===== src/rtl/gcm_pkg.sv =====
// Shared definitions for the GCM framing blocks: block geometry, FSM encoding
// and the byte-mask builder used for the partial final block.
package gcm_pkg;

  localparam int NB_BLOCK = 128;
  localparam int N_BYTES  = NB_BLOCK / 8;

  typedef enum logic {
    IDLE = 1'b0,
    FILL = 1'b1
  } gcm_state_e;

  // Byte 0 sits at the top of the block; nbytes of 0 or above 16 means a full block.
  function automatic logic [NB_BLOCK-1:0] byte_mask(input logic [4:0] nbytes);
    logic [NB_BLOCK-1:0] mask;
    int                  eff;
    eff  = ((nbytes == 5'd0) || (nbytes > 5'd16)) ? N_BYTES : int'(nbytes);
    mask = '0;
    for (int i = 0; i < N_BYTES; i++) begin
      mask[NB_BLOCK-1-8*i -: 8] = (i < eff) ? 8'hff : 8'h00;
    end
    return mask;
  endfunction

endpackage


===== src/rtl/gcm_last_block_mask.sv =====
// Zeroes every byte of a block at index >= nbytes so the final block is padded.
module gcm_last_block_mask
  import gcm_pkg::*;
(
  input  logic [NB_BLOCK-1:0] block,
  input  logic [4:0]          nbytes,
  output logic [NB_BLOCK-1:0] masked
);

  assign masked = block & byte_mask(nbytes);

endmodule


===== src/rtl/gcm_block_packer.sv =====
// Packs 128-bit plaintext beats into N_BLOCKS-wide words for gcm_aes_cipher and
// tracks frame bit length. Optional zero padding: GCM_BLOCK_PACKER_ZERO_PAD_EN.
//
// Handshake: input beats are qualified by i_valid only (no ready; every beat is
// taken). Output words are qualified by the single-cycle o_valid strobe; the
// consumer must take every word.
module gcm_block_packer
  import gcm_pkg::*;
#(
  parameter int NB_BLOCK  = 128,
  parameter int N_BLOCKS  = 2,
  parameter int NB_DATA   = N_BLOCKS * NB_BLOCK,
  parameter int NB_LEN    = 64,
  parameter int NB_NBYTES = 5
) (
  input  logic                 i_clock,
  input  logic                 i_reset,
  input  logic [NB_BLOCK-1:0]  i_block,
  input  logic                 i_valid,
  input  logic                 i_sop,
  input  logic                 i_eop,
  input  logic [NB_NBYTES-1:0] i_last_nbytes,
  output logic [NB_DATA-1:0]   o_plaintext_words_x,
  output logic [N_BLOCKS-1:0]  o_block_valid,
  output logic                 o_valid,
  output logic                 o_sop,
  output logic                 o_eop,
  output logic [NB_LEN-1:0]    o_length_plaintext,
  output logic                 o_error,
  output gcm_state_e           fsm_state
);

  localparam int SLOT_W = (N_BLOCKS > 1) ? $clog2(N_BLOCKS) : 1;

  gcm_state_e          state_q;
  logic [SLOT_W-1:0]   slot_q;
  logic [NB_LEN-1:0]   bit_q;
  logic [NB_DATA-1:0]  buf_q;
  logic [N_BLOCKS-1:0] bv_q;
  logic                first_q;

  logic [4:0]          nbytes_eff;
  logic [NB_BLOCK-1:0] blk_in;
  logic                restart;
  logic                accept;
  logic                emit;
  logic                err;
  logic [SLOT_W-1:0]   wslot;
  logic [NB_DATA-1:0]  word_next;
  logic [N_BLOCKS-1:0] bv_next;
  logic [NB_LEN-1:0]   incr;
  logic [NB_LEN-1:0]   cnt_next;

  always_comb begin
    if ((i_last_nbytes == '0) || (i_last_nbytes > NB_NBYTES'(16))) nbytes_eff = 5'd16;
    else                                                         nbytes_eff = i_last_nbytes[4:0];
  end

`ifdef GCM_BLOCK_PACKER_ZERO_PAD_EN
  logic [NB_BLOCK-1:0] masked;

  gcm_last_block_mask u_mask (
    .block  (i_block),
    .nbytes (nbytes_eff),
    .masked (masked)
  );

  assign blk_in = i_eop ? masked : i_block;
`else
  assign blk_in = i_block;
`endif

  always_comb begin
    // A sop beat always restarts the frame, whether or not one was in progress.
    restart   = i_valid & i_sop;
    accept    = i_valid & ((state_q == FILL) | i_sop);
    err       = i_valid & ((state_q == IDLE) ? ~i_sop : i_sop);
    wslot     = restart ? '0 : slot_q;
    word_next = restart ? '0 : buf_q;
    bv_next   = restart ? '0 : bv_q;
    word_next[NB_DATA-1-int'(wslot)*NB_BLOCK -: NB_BLOCK] = blk_in;
    bv_next[N_BLOCKS-1-int'(wslot)] = 1'b1;
    incr      = i_eop ? (NB_LEN'(nbytes_eff) << 3) : NB_LEN'(NB_BLOCK);
    cnt_next  = (restart ? '0 : bit_q) + incr;
    emit      = accept & (i_eop | (wslot == SLOT_W'(N_BLOCKS-1)));
  end

  always_ff @(posedge i_clock) begin
    if (i_reset) begin
      state_q             <= IDLE;
      slot_q              <= '0;
      bit_q               <= '0;
      buf_q               <= '0;
      bv_q                <= '0;
      first_q             <= 1'b0;
      o_plaintext_words_x <= '0;
      o_block_valid       <= '0;
      o_valid             <= 1'b0;
      o_sop               <= 1'b0;
      o_eop               <= 1'b0;
      o_length_plaintext  <= '0;
      o_error             <= 1'b0;
    end else begin
      o_valid <= 1'b0;
      o_sop   <= 1'b0;
      o_eop   <= 1'b0;
      o_error <= err;
      if (accept) begin
        bit_q <= cnt_next;
        if (emit) begin
          // Buffer is cleared on every emit so unused trailing slots read as zero.
          o_plaintext_words_x <= word_next;
          o_block_valid       <= bv_next;
          o_valid             <= 1'b1;
          o_sop               <= restart | first_q;
          o_eop               <= i_eop;
          buf_q               <= '0;
          bv_q                <= '0;
          slot_q              <= '0;
          first_q             <= 1'b0;
          if (i_eop) begin
            o_length_plaintext <= cnt_next;
            state_q            <= IDLE;
          end else begin
            state_q            <= FILL;
          end
        end else begin
          buf_q   <= word_next;
          bv_q    <= bv_next;
          slot_q  <= wslot + SLOT_W'(1);
          first_q <= restart | first_q;
          state_q <= FILL;
        end
      end
    end
  end

  assign fsm_state = state_q;

endmodule


===== config.mk =====
export PLATFORM = sky130hd
export DESIGN_NAME = gcm_block_packer
export DESIGN_NICKNAME = d
export VERILOG_FILES = /design/src/rtl/gcm_pkg.sv /design/src/rtl/gcm_last_block_mask.sv /design/src/rtl/gcm_block_packer.sv
export SDC_FILE = /design/constraint.sdc
export NUM_CORES = 1
export LEC_CHECK = 0
export BUFFER_PORTS_ARGS = -buffer_cell sky130_fd_sc_hd__buf_2
export CORE_UTILIZATION = 52
export CTS_BUF_LIST = sky130_fd_sc_hd__clkbuf_16
export CTS_CLUSTER_DIAMETER = 100
export DETAILED_ROUTE_END_ITERATION = 16
export PLACE_DENSITY_LB_ADDON = 0.1
export SLEW_MARGIN = 20
export SYNTH_ARGS = -nofsm -noshare
export SYNTH_HDL_FRONTEND = slang
export SYNTH_SLANG_ARGS = --single-unit

===== constraint.sdc =====
create_clock -name i_clock -period 4.4 [get_ports i_clock]
set_input_delay 0.66 -clock i_clock [delete_from_list [all_inputs] [get_ports i_clock]]
set_output_delay 0.66 -clock i_clock [all_outputs]
set_load 0.03 [all_outputs]

After elaboration in Yosys (flattened, before gate mapping)
Index checks and enable logic that the tools add are counted.
Cells by class
  add/subtract/negate cells: 5
  $lt $le $gt $ge: 3
  shift operators: 2
  mux-type cells: 17
  bitwise operators: 11
  reduce and logical (&&, ||, !) cells: 7
Operator list (count)
  $mux W256: 2
  $shift A128 B33 Y383 const A: 1
  $shiftx A128 B33 Y383: 1
  $bwmux W256: 1
  $add A64 B8 Y64: 1
  $mux W64: 1
  $neg A9 Y33: 1
  $sub A8 B8 Y9 const A: 1
  $mux W1: 8
  $mux W8: 1
  $gt A5 B5 Y1 const B: 1
  $logic_not A5 Y1: 1
  $mux W5: 1
  $and A1 B1 Y1: 4
  $mux W2: 2
  $lt A2 B3 Y1 const B: 1
  $not A1 Y1: 3
  $or A1 B1 Y1: 3
  $reduce_and A3 Y1: 1
  $reduce_or A3 Y1: 1
  $ge A2 B1 Y1 const B: 1
  $or A2 B2 Y2: 1
  $reduce_and A2 Y1: 1
  $reduce_or A2 Y1: 1
  5 further kinds: 5
Word-level totals
  flip-flop bits (word level): 651
  input bits: 138
  output and inout bits: 327
  word-level logic and storage cells: 58

Longest topological paths before layout
  depth after elaboration: 9
  depth in mapped cells: 16
  gate-level depth less buffers: 12

Least setup slack after synthesis
No wires, ideal clock.
  kind: input -> register
  start point: input port i_valid
  end point: register bit_q[45]
  arrival time: 3823 ps
  required time: 4268 ps
  path slack: 444 ps
  stages on the path: 16
  path buffers: 6
  cell sequence: buf_4 > nand2_1 > clkbuf_1 > clkbuf_1 > clkbuf_1 > and2_1 > ha_1 > fa_1 > a211oi_1 > o21ba_2 > nor4_1 > buf_2 > buf_1 > a31oi_1 > o21ai_0 > a21oi_1
On the way
  word-level cells in the longest chain between the ends: 3
Ends and longest elaborated chain
  start: declaration: line gcm_block_packer.sv:19  | input logic i_valid,
  $and A1 B1 Y1: line gcm_block_packer.sv:75  | restart = i_valid & i_sop;
  $mux W64: line gcm_block_packer.sv:84  | cnt_next = (restart ? '0 : bit_q) + incr;
  $add A64 B8 Y64: line gcm_block_packer.sv:84
  end signal: assignment: line gcm_block_packer.sv:109  | bit_q <= cnt_next;
  end: declaration: line gcm_block_packer.sv:37  | logic [NB_LEN-1:0] bit_q;
Several ways; a longest one is shown, not always the timed one.
A chain may end at the register's enable or synchronous reset.

Worst setup path in the final report
  start point: input port i_last_nbytes[0]
  end point: register bit_q[58]
On the way
  word-level cells in the longest chain between the ends: 5
Ends and longest elaborated chain
  start: declaration: line gcm_block_packer.sv:22  | input logic [NB_NBYTES-1:0] i_last_nbytes,
  $gt A5 B5 Y1 or $logic_not A5 Y1 (tied branches): line gcm_block_packer.sv:55  | if ((i_last_nbytes == '0) || (i_last_nbytes > NB_NBYTES'(16))) nbytes_eff = 5'd16;
  $logic_or A1 B1 Y1: line gcm_block_packer.sv:55
  $mux W5 (*): line gcm_block_packer.sv:55
  $mux W8 (*): line gcm_block_packer.sv:83  | incr = i_eop ? (NB_LEN'(nbytes_eff) << 3) : NB_LEN'(NB_BLOCK);
  $add A64 B8 Y64 (*): line gcm_block_packer.sv:84
Mark *: on every way between the ends. The rest lies on a longest branch, timed or not.

==> out/results.txt <==
The tool flagged a number of max-cap violations equal to 0. STA classifies the critical path endpoint as a flop. The number of buffers and inverters on the critical path was 2. Proportion of total power due to net switching: 0.254. The number of synthesized flops with an enable pin came out at 0.

The total of flip-flops plus latches after synthesis is 651, and the count of buffers inserted at the top-level ports is 464. The synthesized netlist net count is 2624, and the final hold violation count is 0. The kind of critical path was in -> reg. TritonCTS built the clock tree. For the share of total power in the clock network, the log shows 0.435. The run finished with clean final reports. The die area is 49100 µm².

The proportion of netlist area held by the largest area contributor works out to 0.520. Cell-internal power: 0.00968 W. The via count of the first global-routing pass came out at 20300. The first global-routing pass estimated 116 mm of wire. The average routed wire per standard cell is 21.3 µm, and the initial DRC count is 1448. The sequential power share was 0.473.

The run gives 3509 as the post-layout instance count excluding filler cells. Summing all multi-input logic gate instances after layout gives 11300 µm². The run gives 0 as the number of warning messages in the yosys log.

Counting every instance in the synthesized netlist gives 2478. For the number of cells upsized or downsized after cts, the log shows 0. The met3 track utilization from global routing came out at 0.0828. The most used cell along the critical path is sky130_fd_sc_hd__ha_1. Counting the fill cells in the layout gives 3995. The total CTS buffers is 69, and the part of the cycle the worst path needs is 0.827. The post-CTS repair timing setup buffer count is 0, and the share of synthesized area occupied by flip-flops and latches is 0.520.

The async set or reset register ratio after synthesis was 0; the power density of the placed cells was 433 nW/µm². The path class of the tightest hold or removal check is in -> reg. Clock skew on the completed layout was measured at 12.4 ps. The final critical path time including I/O delays and setup is 3640 ps. The share of post-route cells with drive strength above 1 works out to 0.215. The first detailed-routing pass took 5 iterations. The run gives 74.8 mm as the aggregate routed wire length. Clock-pin slew was measured on the worst setup and hold paths at 60 ps. The largest individual stage delay along the critical path comes from the cell sky130_fd_sc_hd__a2111oi_0.

The run gives 0 as the aggregate global routing overflow. The tools report the worst voltage drop across the vdd grid as 0.359 mV. The kind of cell with the highest combined delay along the critical path is simple AND/OR/NAND/NOR gates. The critical path goes through buf_2, or4_1, ha_1, nor2b_1, and2_1, ha_1, a21oi_1, nand4b_1, a2111oi_0, buf_4, nand4_1, mux2i_1, nand2_1.

Leading area contributor after synthesis: sky130_fd_sc_hd__dfxtp_1. The depth of the CTS H-tree was 3; the synthesis-to-finish area growth was 19.5%. Critical path startpoint category: an input pin. The DRC violation count after routing was 0; the peak per-stage delay on the critical path was 900 ps. Cell at the root of the clock tree: sky130_fd_sc_hd__clkbuf_16. For the total number of nets in the final design, the log shows 2978. For the worst-skew pair, the clock arrives at the later sink with an insertion delay of 610 ps. The tools report the final-layout setup total negative slack as 0 ps. Each instance of the synthesized netlist takes up on average 10.1 µm². For the portion of total power attributed to combinational logic, the log shows 0.092.

In this run, post-CTS hold repair placed 0 buffers. Dividing the detail-routed via count by the number of cells gives 5.91. The run gives 0.244 as the tightest slew margin relative to the limit.

Registers take 13000 µm². The logs give 3 for the maximum clock insertion buffer count and 25100 µm² for the netlist area before placement. 465 I/O pins were placed.

The logs give 0.472 for the met2 track utilization from global routing and 651 for the number of clock sinks. The detail route stage leaves a number of antenna-violating nets equal to 0. The initial antenna violation count is 17. The initial cell density of the core was 0.526; the worst path required time was 4890 ps. The HPWL after detailed placement is 46.6 mm.

The logs give 0.934 for the last weighted congestion value of the routability-driven placer and 216 for the maximum number of pins on one net before global-route repair. The layer flagged by global routing as most heavily used is met2. Fmax: 0.275 GHz. The transition time at the pin with the least slew margin was 1130 ps; the number of slew-limit violations in the final report was 0.

Along the worst path, the maximum fanout reaches 5. The logs give 11.8 nW for the leakage component of the power and 0.297 for the global-route usage over all layers. The total instance count after detailed placement is 3376.

In the post-synthesis netlist, the biggest area contributors are sky130_fd_sc_hd__dfxtp_1, sky130_fd_sc_hd__mux2i_1, sky130_fd_sc_hd__o2bb2ai_1, sky130_fd_sc_hd__a22oi_1, sky130_fd_sc_hd__and2_1. The horizontal die dimension works out to 222 µm. The most common cell after layout, fill and taps aside is sky130_fd_sc_hd__dfxtp_1.

The arrival time at the worst endpoint was 4130 ps. Setup violations remaining at the end of the flow were counted as 0. Setup repair after global routing left no endpoint under its margin.

Leaving out fill and tap cells, the most frequent cells in the layout are sky130_fd_sc_hd__dfxtp_1, sky130_fd_sc_hd__buf_2, sky130_fd_sc_hd__mux2i_1. After synthesis, the netlist uses 61 different library cells. The total area inside the core boundary comes to 47600 µm².

On the final layout, the worst hold slack is 318 ps. The switching power total is 0.00330 W. Among all flip-flop cells after synthesis, the most frequent one is sky130_fd_sc_hd__dfxtp_1.

The floorplan has 80 rows. The routed layout has 20800 vias. Met1 usage: 0.372. The die is 222 µm tall.
kinds of logic (layout without fill, tap and decap cells):
logic type / count (synthesis) / in the layout / synth area share
AOI/OAI and AO/OA: 648 / 648 / 0.191
xor gates and xnor gates: 49 / 49 / 0.0171
adders and majority gates: 8 / 8 / 0.00429
buffers and inverters: 217 / 624 / 0.0333
DFF: 651 / 651 / 0.520
muxes: 259 / 259 / 0.103
other: 0 / 9 / 0
and+or+nand+nor: 646 / 646 / 0.131
metal layers:
layer  vias to the layer above  wire, µm
met2                       691     34500
li1                       9762         -
met1                     10100     31300
met4                        20      3220
met5                         -       133
met3                       188      5570
registers in the layout, summed over array words and instances, names as in the netlist:
signal	cells
first_q	1
fsm_state	1
o_error	1
o_sop	1
o_eop	1
buf_q	256
o_valid	1
slot_q	1
o_block_valid	2
bv_q	2
o_plaintext_words_x	256
bit_q	64
o_length_plaintext	64
layout make-up:
class,count,area share
timing repair buffer,494,0.0886
sequential,651,0.435
tap,615,0.0257
clock buffer,72,0.0602
inverter,6,0.000752
clock inverter,52,0.0127
multi-input combinational,1610,0.376
antenna,9,0.000752
worst reg2reg max path, cell delays in order (launching register included):
cell and delay (ps):
sky130_fd_sc_hd__dfxtp_4 830, sky130_fd_sc_hd__and2_4 310, sky130_fd_sc_hd__nor2_1 40, sky130_fd_sc_hd__nor2_1 420, sky130_fd_sc_hd__nand2_4 80, sky130_fd_sc_hd__buf_4 310, sky130_fd_sc_hd__buf_4 550, sky130_fd_sc_hd__o2bb2ai_1 360
path summary, 6_finish.rpt:
check	from	endpoint	slack (ps)	cells past startpoint
setup / recovery	i_last_nbytes[0]	bit_q[58]$_SDFFE_PP0P_	760	13
hold / removal	i_block[27]	buf_q[155]$_SDFFE_PP0P_	320	3
setup reg to reg	slot_q$_SDFFE_PP0P_	o_plaintext_words_x[131]$_SDFFE_PP0P_	1420	7
hold reg to reg	o_length_plaintext[31]$_SDFFE_PP0P_	o_length_plaintext[31]$_SDFFE_PP0P_	450	2
Yosys cell counts (2+ instances only):
| cell | count |
|---|---|
| sky130_fd_sc_hd__and4_1 | 5 |
| sky130_fd_sc_hd__nand4_1 | 29 |
| sky130_fd_sc_hd__nor4_1 | 8 |
| sky130_fd_sc_hd__o21ai_0 | 81 |
| sky130_fd_sc_hd__a22o_1 | 3 |
| sky130_fd_sc_hd__nand2_1 | 126 |
| sky130_fd_sc_hd__o2bb2ai_1 | 257 |
| sky130_fd_sc_hd__and2_1 | 149 |
| sky130_fd_sc_hd__clkbuf_1 | 192 |
| sky130_fd_sc_hd__and3_1 | 21 |
| sky130_fd_sc_hd__ha_1 | 7 |
| sky130_fd_sc_hd__buf_2 | 8 |
| sky130_fd_sc_hd__or3_1 | 35 |
| sky130_fd_sc_hd__xor2_1 | 19 |
| sky130_fd_sc_hd__buf_4 | 3 |
| sky130_fd_sc_hd__a21bo_2 | 2 |
| sky130_fd_sc_hd__o21ba_2 | 2 |
| sky130_fd_sc_hd__buf_1 | 8 |
| sky130_fd_sc_hd__nor4_4 | 2 |
| sky130_fd_sc_hd__xnor2_1 | 30 |
| sky130_fd_sc_hd__nor2b_1 | 3 |
| sky130_fd_sc_hd__or4_4 | 2 |
| sky130_fd_sc_hd__o21a_1 | 2 |
| sky130_fd_sc_hd__mux2i_1 | 259 |
| sky130_fd_sc_hd__a41oi_1 | 9 |
| sky130_fd_sc_hd__or2_2 | 2 |
| sky130_fd_sc_hd__dfxtp_1 | 651 |
| sky130_fd_sc_hd__a211oi_1 | 15 |
| sky130_fd_sc_hd__a22oi_1 | 135 |
| sky130_fd_sc_hd__o211ai_1 | 2 |
| sky130_fd_sc_hd__a311oi_1 | 5 |
| sky130_fd_sc_hd__a21o_1 | 8 |
| sky130_fd_sc_hd__nand3_1 | 43 |
| sky130_fd_sc_hd__nor3_1 | 19 |
| sky130_fd_sc_hd__nor2_1 | 182 |
| sky130_fd_sc_hd__inv_1 | 6 |
| sky130_fd_sc_hd__a21oi_1 | 87 |
| sky130_fd_sc_hd__or4_1 | 9 |
| sky130_fd_sc_hd__nand3b_1 | 2 |
| sky130_fd_sc_hd__nand2b_1 | 2 |
| sky130_fd_sc_hd__a31oi_1 | 28 |
through the flow:
step	util	instance area, µm²	power [W]	worst slack [ps]
2_1_floorplan	-	25100	0.00702	444
3_3_place_gp	0.582	27700	0.00745	216
3_5_place_dp	0.582	27700	0.00746	216
4_1_cts	0.628	29900	0.0131	842
5_1_grt	0.628	29900	0.0134	674
6_report	0.629	30000	0.0130	760
power by group through the flow:
stage | clock, W | combinational [W] | sequential, W
6_report | 0.00564 | 0.00120 | 0.00614
3_5_place_dp | 0 | 0.00120 | 0.00626
5_1_grt | 0.00597 | 0.00128 | 0.00615
3_3_place_gp | 0 | 0.00119 | 0.00626
2_1_floorplan | 0 | 0.000596 | 0.00643
4_1_cts | 0.00572 | 0.00120 | 0.00614
Note: power is estimated with default switching activity, not from simulation.
